File: src/rtl/mips_pkg.sv
// Shared definitions for the memory dump reader: default word width and FSM states.
// MEM_DUMP_CHECKSUM_EN adds the CSUM state used for the trailing checksum beat.
package mips_pkg;

  localparam int DATA_W_DEF = 32;

`ifdef MEM_DUMP_CHECKSUM_EN
  typedef enum logic [2:0] {IDLE, READ, WAIT, SEND, CSUM, FIN} state_t;
`else
  typedef enum logic [2:0] {IDLE, READ, WAIT, SEND, FIN} state_t;
`endif

endpackage

File: src/rtl/mem_dump_reader.sv
// Streams count words from a synchronous-read data memory starting at base_addr.
// MEM_DUMP_CHECKSUM_EN appends a wrapping-sum beat after the data beats.
module mem_dump_reader
  import mips_pkg::*;
#(
  parameter int ADDR_W = 8,
  parameter int DATA_W = DATA_W_DEF
) (
  input  logic              clk,
  input  logic              reset,
  input  logic              start,
  input  logic [ADDR_W-1:0] base_addr,
  input  logic [ADDR_W:0]   count,
  output logic              busy,
  output logic              done,
  output logic              mem_re,
  output logic [ADDR_W-1:0] mem_addr,
  input  logic [DATA_W-1:0] mem_rdata,
  output logic              out_valid,
  input  logic              out_ready,
  output logic [DATA_W-1:0] out_data,
  output logic              out_last
);

  state_t            state_reg;
  logic [ADDR_W:0]   remaining_reg;
  logic              final_word;
`ifdef MEM_DUMP_CHECKSUM_EN
  logic [DATA_W-1:0] sum_reg;
`endif

  assign final_word = (remaining_reg == (ADDR_W+1)'(1));

  always_ff @(posedge clk or negedge reset) begin
    if (!reset) begin
      state_reg     <= IDLE;
      remaining_reg <= '0;
      busy          <= 1'b0;
      done          <= 1'b0;
      mem_re        <= 1'b0;
      mem_addr      <= '0;
      out_valid     <= 1'b0;
      out_data      <= '0;
      out_last      <= 1'b0;
`ifdef MEM_DUMP_CHECKSUM_EN
      sum_reg       <= '0;
`endif
    end else begin
      done <= 1'b0;
      case (state_reg)
        IDLE: begin
          if (start) begin
            busy          <= 1'b1;
            mem_addr      <= base_addr;
            remaining_reg <= count;
`ifdef MEM_DUMP_CHECKSUM_EN
            sum_reg       <= '0;
`endif
            if (count != '0) begin
              state_reg <= READ;
              mem_re    <= 1'b1;
            end else begin
`ifdef MEM_DUMP_CHECKSUM_EN
              // Empty dump still produces a single zero checksum beat.
              state_reg <= CSUM;
              out_valid <= 1'b1;
              out_data  <= '0;
              out_last  <= 1'b1;
`else
              state_reg <= FIN;
`endif
            end
          end
        end
        READ: begin
          mem_re    <= 1'b0;
          state_reg <= WAIT;
        end
        WAIT: begin
          out_data  <= mem_rdata;
          out_valid <= 1'b1;
`ifdef MEM_DUMP_CHECKSUM_EN
          out_last  <= 1'b0;
`else
          out_last  <= final_word;
`endif
          state_reg <= SEND;
        end
        SEND: begin
          if (out_ready) begin
            out_valid     <= 1'b0;
            out_last      <= 1'b0;
            remaining_reg <= remaining_reg - (ADDR_W+1)'(1);
            mem_addr      <= mem_addr + ADDR_W'(1);
`ifdef MEM_DUMP_CHECKSUM_EN
            sum_reg       <= sum_reg + out_data;
`endif
            if (!final_word) begin
              state_reg <= READ;
              mem_re    <= 1'b1;
            end else begin
`ifdef MEM_DUMP_CHECKSUM_EN
              // Fold the word being accepted now into the emitted sum.
              state_reg <= CSUM;
              out_valid <= 1'b1;
              out_data  <= sum_reg + out_data;
              out_last  <= 1'b1;
`else
              state_reg <= FIN;
`endif
            end
          end
        end
`ifdef MEM_DUMP_CHECKSUM_EN
        CSUM: begin
          if (out_ready) begin
            out_valid <= 1'b0;
            out_last  <= 1'b0;
            state_reg <= FIN;
          end
        end
`endif
        FIN: begin
          done      <= 1'b1;
          busy      <= 1'b0;
          state_reg <= IDLE;
        end
        default: state_reg <= IDLE;
      endcase
    end
  end

endmodule

File: config.mk
export PLATFORM = sky130hd
export DESIGN_NAME = mem_dump_reader
export DESIGN_NICKNAME = d
export VERILOG_FILES = /design/src/rtl/mips_pkg.sv /design/src/rtl/mem_dump_reader.sv
export SDC_FILE = /design/constraint.sdc
export NUM_CORES = 1
export LEC_CHECK = 0
export CAP_MARGIN = 20
export CORE_AREA = 2 2 85 87
export DETAILED_ROUTE_END_ITERATION = 8
export DIE_AREA = 0 0 87 89
export GPL_TIMING_DRIVEN = 0
export PLACE_DENSITY = 0.78
export SLEW_MARGIN = 20
export SYNTH_ARGS = -nofsm -noshare
export SYNTH_HDL_FRONTEND = slang
export SYNTH_SLANG_ARGS = --single-unit
File: constraint.sdc
create_clock -name clk -period 3.98 [get_ports clk]
set_clock_uncertainty 0.15 [all_clocks]
set_input_delay 0.398 -clock clk [delete_from_list [all_inputs] [get_ports clk]]
set_output_delay 0.398 -clock clk [all_outputs]
set_load 0.02 [all_outputs]
; Yosys cells after proc, flatten, opt, wreduce, memory -nomap -nowiden
; Cells that the tools add are included.
[word_totals]
register_bits = 57
latchBits = 0
ram_bits = 0
rom_bits = 0
in_bits = 53
word_cells = 53
n_memories = 0
[classes]
addsub = 2
n_mul = 0
div = 0
magnitude_cmp = 0
eq_ne = 9
n_shift = 0
muxes = 22
bitwise = 0
reduce_logical = 11
[op_table]
columns = op, count
row1 = 9-bit 2-to-1 mux, 2
row2 = 9-bit one-hot mux with 2 select lines, 1
row3 = 8-bit 2-to-1 mux, 2
row4 = 8-bit one-hot mux with 2 select lines, 1
row5 = 3-bit 2-to-1 mux, 4
row6 = 3-bit one-hot mux with 4 select lines, 1
row7 = "9-bit by 1-bit == test with 1-bit output, second input constant", 1
row8 = 9-bit nonzero test, 1
row9 = "9-bit by 1-bit subtractor with 9-bit output, second input constant", 1
row10 = "8-bit by 1-bit adder with 8-bit output, second input constant", 1
row11 = "2-bit inequality test, second input constant", 4
row12 = 1-bit 2-to-1 mux, 7
row13 = "3-bit by 2-bit == test with 1-bit output, second input constant", 2
row14 = 1-bit one-hot mux with 2 select lines, 3
row15 = 2-bit AND reduction, 3
row16 = 2-bit nonzero test, 3
row17 = 5-bit AND reduction, 1
row18 = "3-bit by 1-bit == test with 1-bit output, second input constant", 1
row19 = "3-bit == test, second input constant", 1
row20 = 3-bit zero test, 1
row21 = 1-bit one-hot mux with 3 select lines, 1
row22 = 3-bit AND reduction, 1
row23 = 3-bit nonzero test, 1

; Logic depth before layout (Yosys ltp)
[depth]
ltp_word = 4
ltp_mapped = 6
mapped_depth_nobuf = 6

; Worst setup path before layout
; OpenSTA, ideal clock, no wires.
[synth_timing]
path_type = flip-flop to flip-flop
start = reg remaining_reg[0]
end = reg remaining_reg[8]
setup_ns = 0.121
arrival_time_ns = 1.537
path_slack_ns = 2.172
stages_incl_launch_ff = 7
path_buffers = 0
path_cell_list = dfrtp_1 -> inv_1 -> ha_1 -> or4b_1 -> nor2_1 -> a31oi_1 -> o22a_1
[synth_via]
elab_chain_len = 3
[synth_rtl]
columns = item, line_no
row1 = start: declaration, mem_dump_reader.sv:26  ; logic [ADDR_W:0] remaining_reg;
row2 = start signal: assignment, mem_dump_reader.sv:55  ; remaining_reg <= count;
row3 = start signal: assignment, mem_dump_reader.sv:93  ; remaining_reg <= remaining_reg - (ADDR_W+1)'(1);
row4 = 9-bit by 1-bit subtractor with 9-bit output, mem_dump_reader.sv:93
row5 = 9-bit 2-to-1 mux, mem_dump_reader.sv:90  ; if (out_ready) begin
row6 = 9-bit one-hot mux with 2 select lines, mem_dump_reader.sv:50  ; case (state_reg)
; Every way passes these cells. The select of a mux whose other input is x is not followed.
; A chain may end at the register's enable or synchronous reset.

; Final worst setup path
[layout_timing]
start = in start
end = reg remaining_reg[4]
[layout_via]
elab_chain_len = 2
[layout_rtl]
columns = item, line_no
row1 = start: declaration, mem_dump_reader.sv:11  ; input logic start,
row2 = 2-bit inequality test (no line), -
row3 = 3-bit AND reduction (no line), -
; Every way passes these cells.

==> impl_metrics.env <==
export IMPL_setup_tns_ns=0
export IMPL_detail_route_first_pass_iterations=4
export IMPL_cp_common_cell="sky130_fd_sc_hd__o21ai_0"
export IMPL_hold_class="input pin to asynchronous set/reset pin"
export IMPL_path_class="input pin to flop"
export IMPL_gpl_final_weighted_congestion=0.859
export IMPL_largest_register_ffs=32
export IMPL_initial_utilization_pct=39.1
export IMPL_fin_crit_ns=2.07
export IMPL_cts_root_buf="sky130_fd_sc_hd__clkbuf_8"
export IMPL_grt_util_all_layers_pct=19.0
export IMPL_timing_critical_path_max_delay_family="buffers and inverters"
export IMPL_drc_errors=0
export IMPL_drive_gt1_share_pct=18.1
export IMPL_postSynthRegisterBits=57
export IMPL_synth_largest_area_cell="sky130_fd_sc_hd__dfrtp_1"
export IMPL_clock_tree_buffer_depth=2
export IMPL_drv_slew=0
export IMPL_synth_flop_cell="sky130_fd_sc_hd__dfrtp_1"
export IMPL_floorplan_die_height_um=89
export IMPL_dieArea_um2=7740
export IMPL_grt_ovfl_total=0
export IMPL_stdcell_area_um2=3950
export IMPL_dr_first_iter_drc_count=139
export IMPL_final_hold_violation_count=0
export IMPL_insertion_delay_of_the_later_clocked_pin_in_the_worst_skew_pair_ns=0.34
export IMPL_via_per_inst=5.42
export IMPL_critPathArrivalTime_ns=2.11
export IMPL_fmax_ghz=0.484
export IMPL_post_synth_cell_area_avg_um2=11.2
export IMPL_end_kind="flop"
export IMPL_ys_types=38
export IMPL_numClockSinks=57
export IMPL_number_of_enable_flip_flop_cells_after_synthesis=0
export IMPL_route_vias_total=2325
export IMPL_cts_max_level=3
export IMPL_synth_area_um2=2630
export IMPL_synth_cells=234
export IMPL_maxCapViolCount=0
export IMPL_core_rowCount=30
export IMPL_worstPathBufferInverterCount=2
export IMPL_number_of_global_route_vias_before_repair=2387
export IMPL_io_pins=98
export IMPL_timing_worst_slew_pin_value_ns=0.554
export IMPL_clkSlewWorstSetupHoldPaths_ns=0.07
export IMPL_leakagePower_uw=0.00161
export IMPL_crit_path_cell_trace="clkdlybuf4s50_1, or3b_1, a21o_1, clkbuf_1, o21ai_0, o21ai_0"
export IMPL_status="completed"
export IMPL_wl_per_cell_um=15.8
export IMPL_ys_top_cells_by_count="sky130_fd_sc_hd__dfrtp_1 (57), sky130_fd_sc_hd__mux2_2 (32), sky130_fd_sc_hd__a21oi_1 (20)"
export IMPL_rsz0062_at_grt="false"
export IMPL_syn_num_nets=290
export IMPL_yosys_warnings=0
export IMPL_synth_area_leaders="sky130_fd_sc_hd__dfrtp_1 (54%), sky130_fd_sc_hd__mux2_2 (14%), sky130_fd_sc_hd__a21oi_1 (3.8%)"
export IMPL_antenna_found_initial=0
export IMPL_hpwl_um=4870
export IMPL_cpPeakStageDelay_ns=0.50
export IMPL_port_buffers=97
export IMPL_wirelength_um=6780
export IMPL_crit_cells=6
export IMPL_layout_setup_ws_ns=1.91
export IMPL_place_worst_setup_slack_ns=1.58
export IMPL_grt_pass1_wl_um=11200
export IMPL_nNetsFinal=400
export IMPL_cts_buffers=9
export IMPL_cts_tree="yes"
export IMPL_final_util_pct=58.7
export IMPL_ant_nets=0
export IMPL_vdd_ir_drop_max_mv=0.466
export IMPL_worstPathMaxFanout=10
export IMPL_post_synth_top_count_cell="sky130_fd_sc_hd__dfrtp_1"
export IMPL_yosysSeqAreaShare_pct=54.2
export IMPL_power_density_normalized_to_cell_area_nw_per_um2=852
export IMPL_critPathLaunchType="input pin"
export IMPL_async_reset_ff_share_pct=100
export IMPL_final_min_period_over_clock_period_pct=51.9
export IMPL_grt_max_degree=47
export IMPL_cts_resized_gates=0
export IMPL_die_w_um=87
export IMPL_data_required_time_of_the_worst_path_ns=4.03
export IMPL_crit_slowest_cell="sky130_fd_sc_hd__clkdlybuf4s50_1"
export IMPL_area_growth_from_synthesis_to_layout_pct=50.0
export IMPL_setup_violations=0
export IMPL_floorplan_core_area_um2=6720
export IMPL_num_antenna_cells=0
export IMPL_yosys_area_top_type_share_pct=54.2
export IMPL_reg2reg_depth=6
export IMPL_placed_area_um2=3730
export IMPL_relSlewSlack_pct=63.1
==> where the power goes <==
part           total, µW  internal [µW]  leakage, µW  switching (µW)
combinational       1730            850     0.000835             876
clock                584            349     0.000106             235
sequential          1050            860     0.000667             193
==> kinds of logic (layout without fill, tap and decap cells) <==
group,Yosys count,in the layout,synth area share (%)
DFF,57,57,54.2
AOI/OAI and AO/OA,60,60,13.9
adders and majority gates,3,3,1.43
and+or+nand+nor,61,61,13.0
buffers and inverters,20,135,3.33
muxes,33,33,14.1
==> through the flow <==
| step | cells | total power (µW) | hold slack, ns |
|---|---|---|---|
| final | 429 | 3360 | 0.297 |
| after global routing | 429 | 3580 | 0.291 |
| after CTS | 429 | 3390 | 0.290 |
| after detailed placement | 412 | 2790 | 0.111 |
| after global placement | 411 | 2740 | 0.333 |
| after floorplan | 234 | 2060 | -0.0476 |
==> cell type report <==
type                            instances  area, µm²
Multi-Input combinational cell        157       1120
Buffer                                 13       61.3
Tap cell                               80        100
Sequential cell                        57       1430
Timing Repair Buffer                   99       1010
Fill cell                             575       2770
Clock inverter                          6       82.6
Inverter                                7       26.3
Clock buffer                           10        128
==> what timing repair did <==
| action | 4_1_cts | 5_1_grt |
|---|---|---|
| hold endpoints to repair | 11 | 0 |
| setup buffers | 0 | 0 |
| hold buffers | 1 | 0 |
==> layout by cell type (no fill, tap or decap), types with 2 or more instances in the layout <==
cell,count
sky130_fd_sc_hd__a21oi_1,20
sky130_fd_sc_hd__a2bb2oi_1,4
sky130_fd_sc_hd__a31oi_1,4
sky130_fd_sc_hd__and2_1,2
sky130_fd_sc_hd__and3_1,2
sky130_fd_sc_hd__buf_2,10
sky130_fd_sc_hd__bufinv_16,2
sky130_fd_sc_hd__clkbuf_1,4
sky130_fd_sc_hd__clkbuf_8,9
sky130_fd_sc_hd__clkdlybuf4s50_1,96
sky130_fd_sc_hd__clkinv_2,3
sky130_fd_sc_hd__dfrtp_1,57
sky130_fd_sc_hd__ha_1,3
sky130_fd_sc_hd__inv_1,7
sky130_fd_sc_hd__mux2_2,32
sky130_fd_sc_hd__nand2_1,12
sky130_fd_sc_hd__nand2b_1,2
sky130_fd_sc_hd__nand3_1,7
sky130_fd_sc_hd__nand4_1,3
sky130_fd_sc_hd__nor2_1,13
sky130_fd_sc_hd__nor3_1,5
sky130_fd_sc_hd__nor3b_1,2
sky130_fd_sc_hd__nor4_1,4
sky130_fd_sc_hd__o211ai_1,3
sky130_fd_sc_hd__o21ai_0,18
sky130_fd_sc_hd__o22a_1,2
sky130_fd_sc_hd__o22ai_1,3
sky130_fd_sc_hd__or3_4,2
==> per-layer routing <==
layer	routed length, µm	share of wire, %	vias to the layer above	track usage [%]
met5	0	0	-	0
met4	129	1.9	0	8.24
met1	2730	40	1132	21.6
met2	3260	48	108	31.2
met3	650	9.6	13	8.31
li1	-	-	1072	-
==> path summary, 6_finish.rpt <==
path	start	end	slack, ns
worst max register to register	remaining_reg[0]$_DFFE_PN0P_	remaining_reg[8]$_DFFE_PN0P_	2.00
worst max-delay path	start	remaining_reg[4]$_DFFE_PN0P_	1.91
worst min register to register	out_data[15]$_DFFE_PN0P_	out_data[15]$_DFFE_PN0P_	0.35
worst min-delay path	reset	mem_addr[1]$_DFFE_PN0P_	0.30
min in group clk	out_data[15]$_DFFE_PN0P_	out_data[15]$_DFFE_PN0P_	0.35
max in group asynchronous	reset	out_data[5]$_DFFE_PN0P_	2.90
==> worst register-to-register path: stages, from the launching register on <==
cell	delay (ns)
sky130_fd_sc_hd__dfrtp_1	0.40
sky130_fd_sc_hd__inv_1	0.10
sky130_fd_sc_hd__ha_1	0.24
sky130_fd_sc_hd__or4b_1	0.50
sky130_fd_sc_hd__nor2_1	0.17
sky130_fd_sc_hd__a31oi_1	0.11
sky130_fd_sc_hd__o22a_1	0.21
No activity file was read; power rests on OpenSTA's default activity.
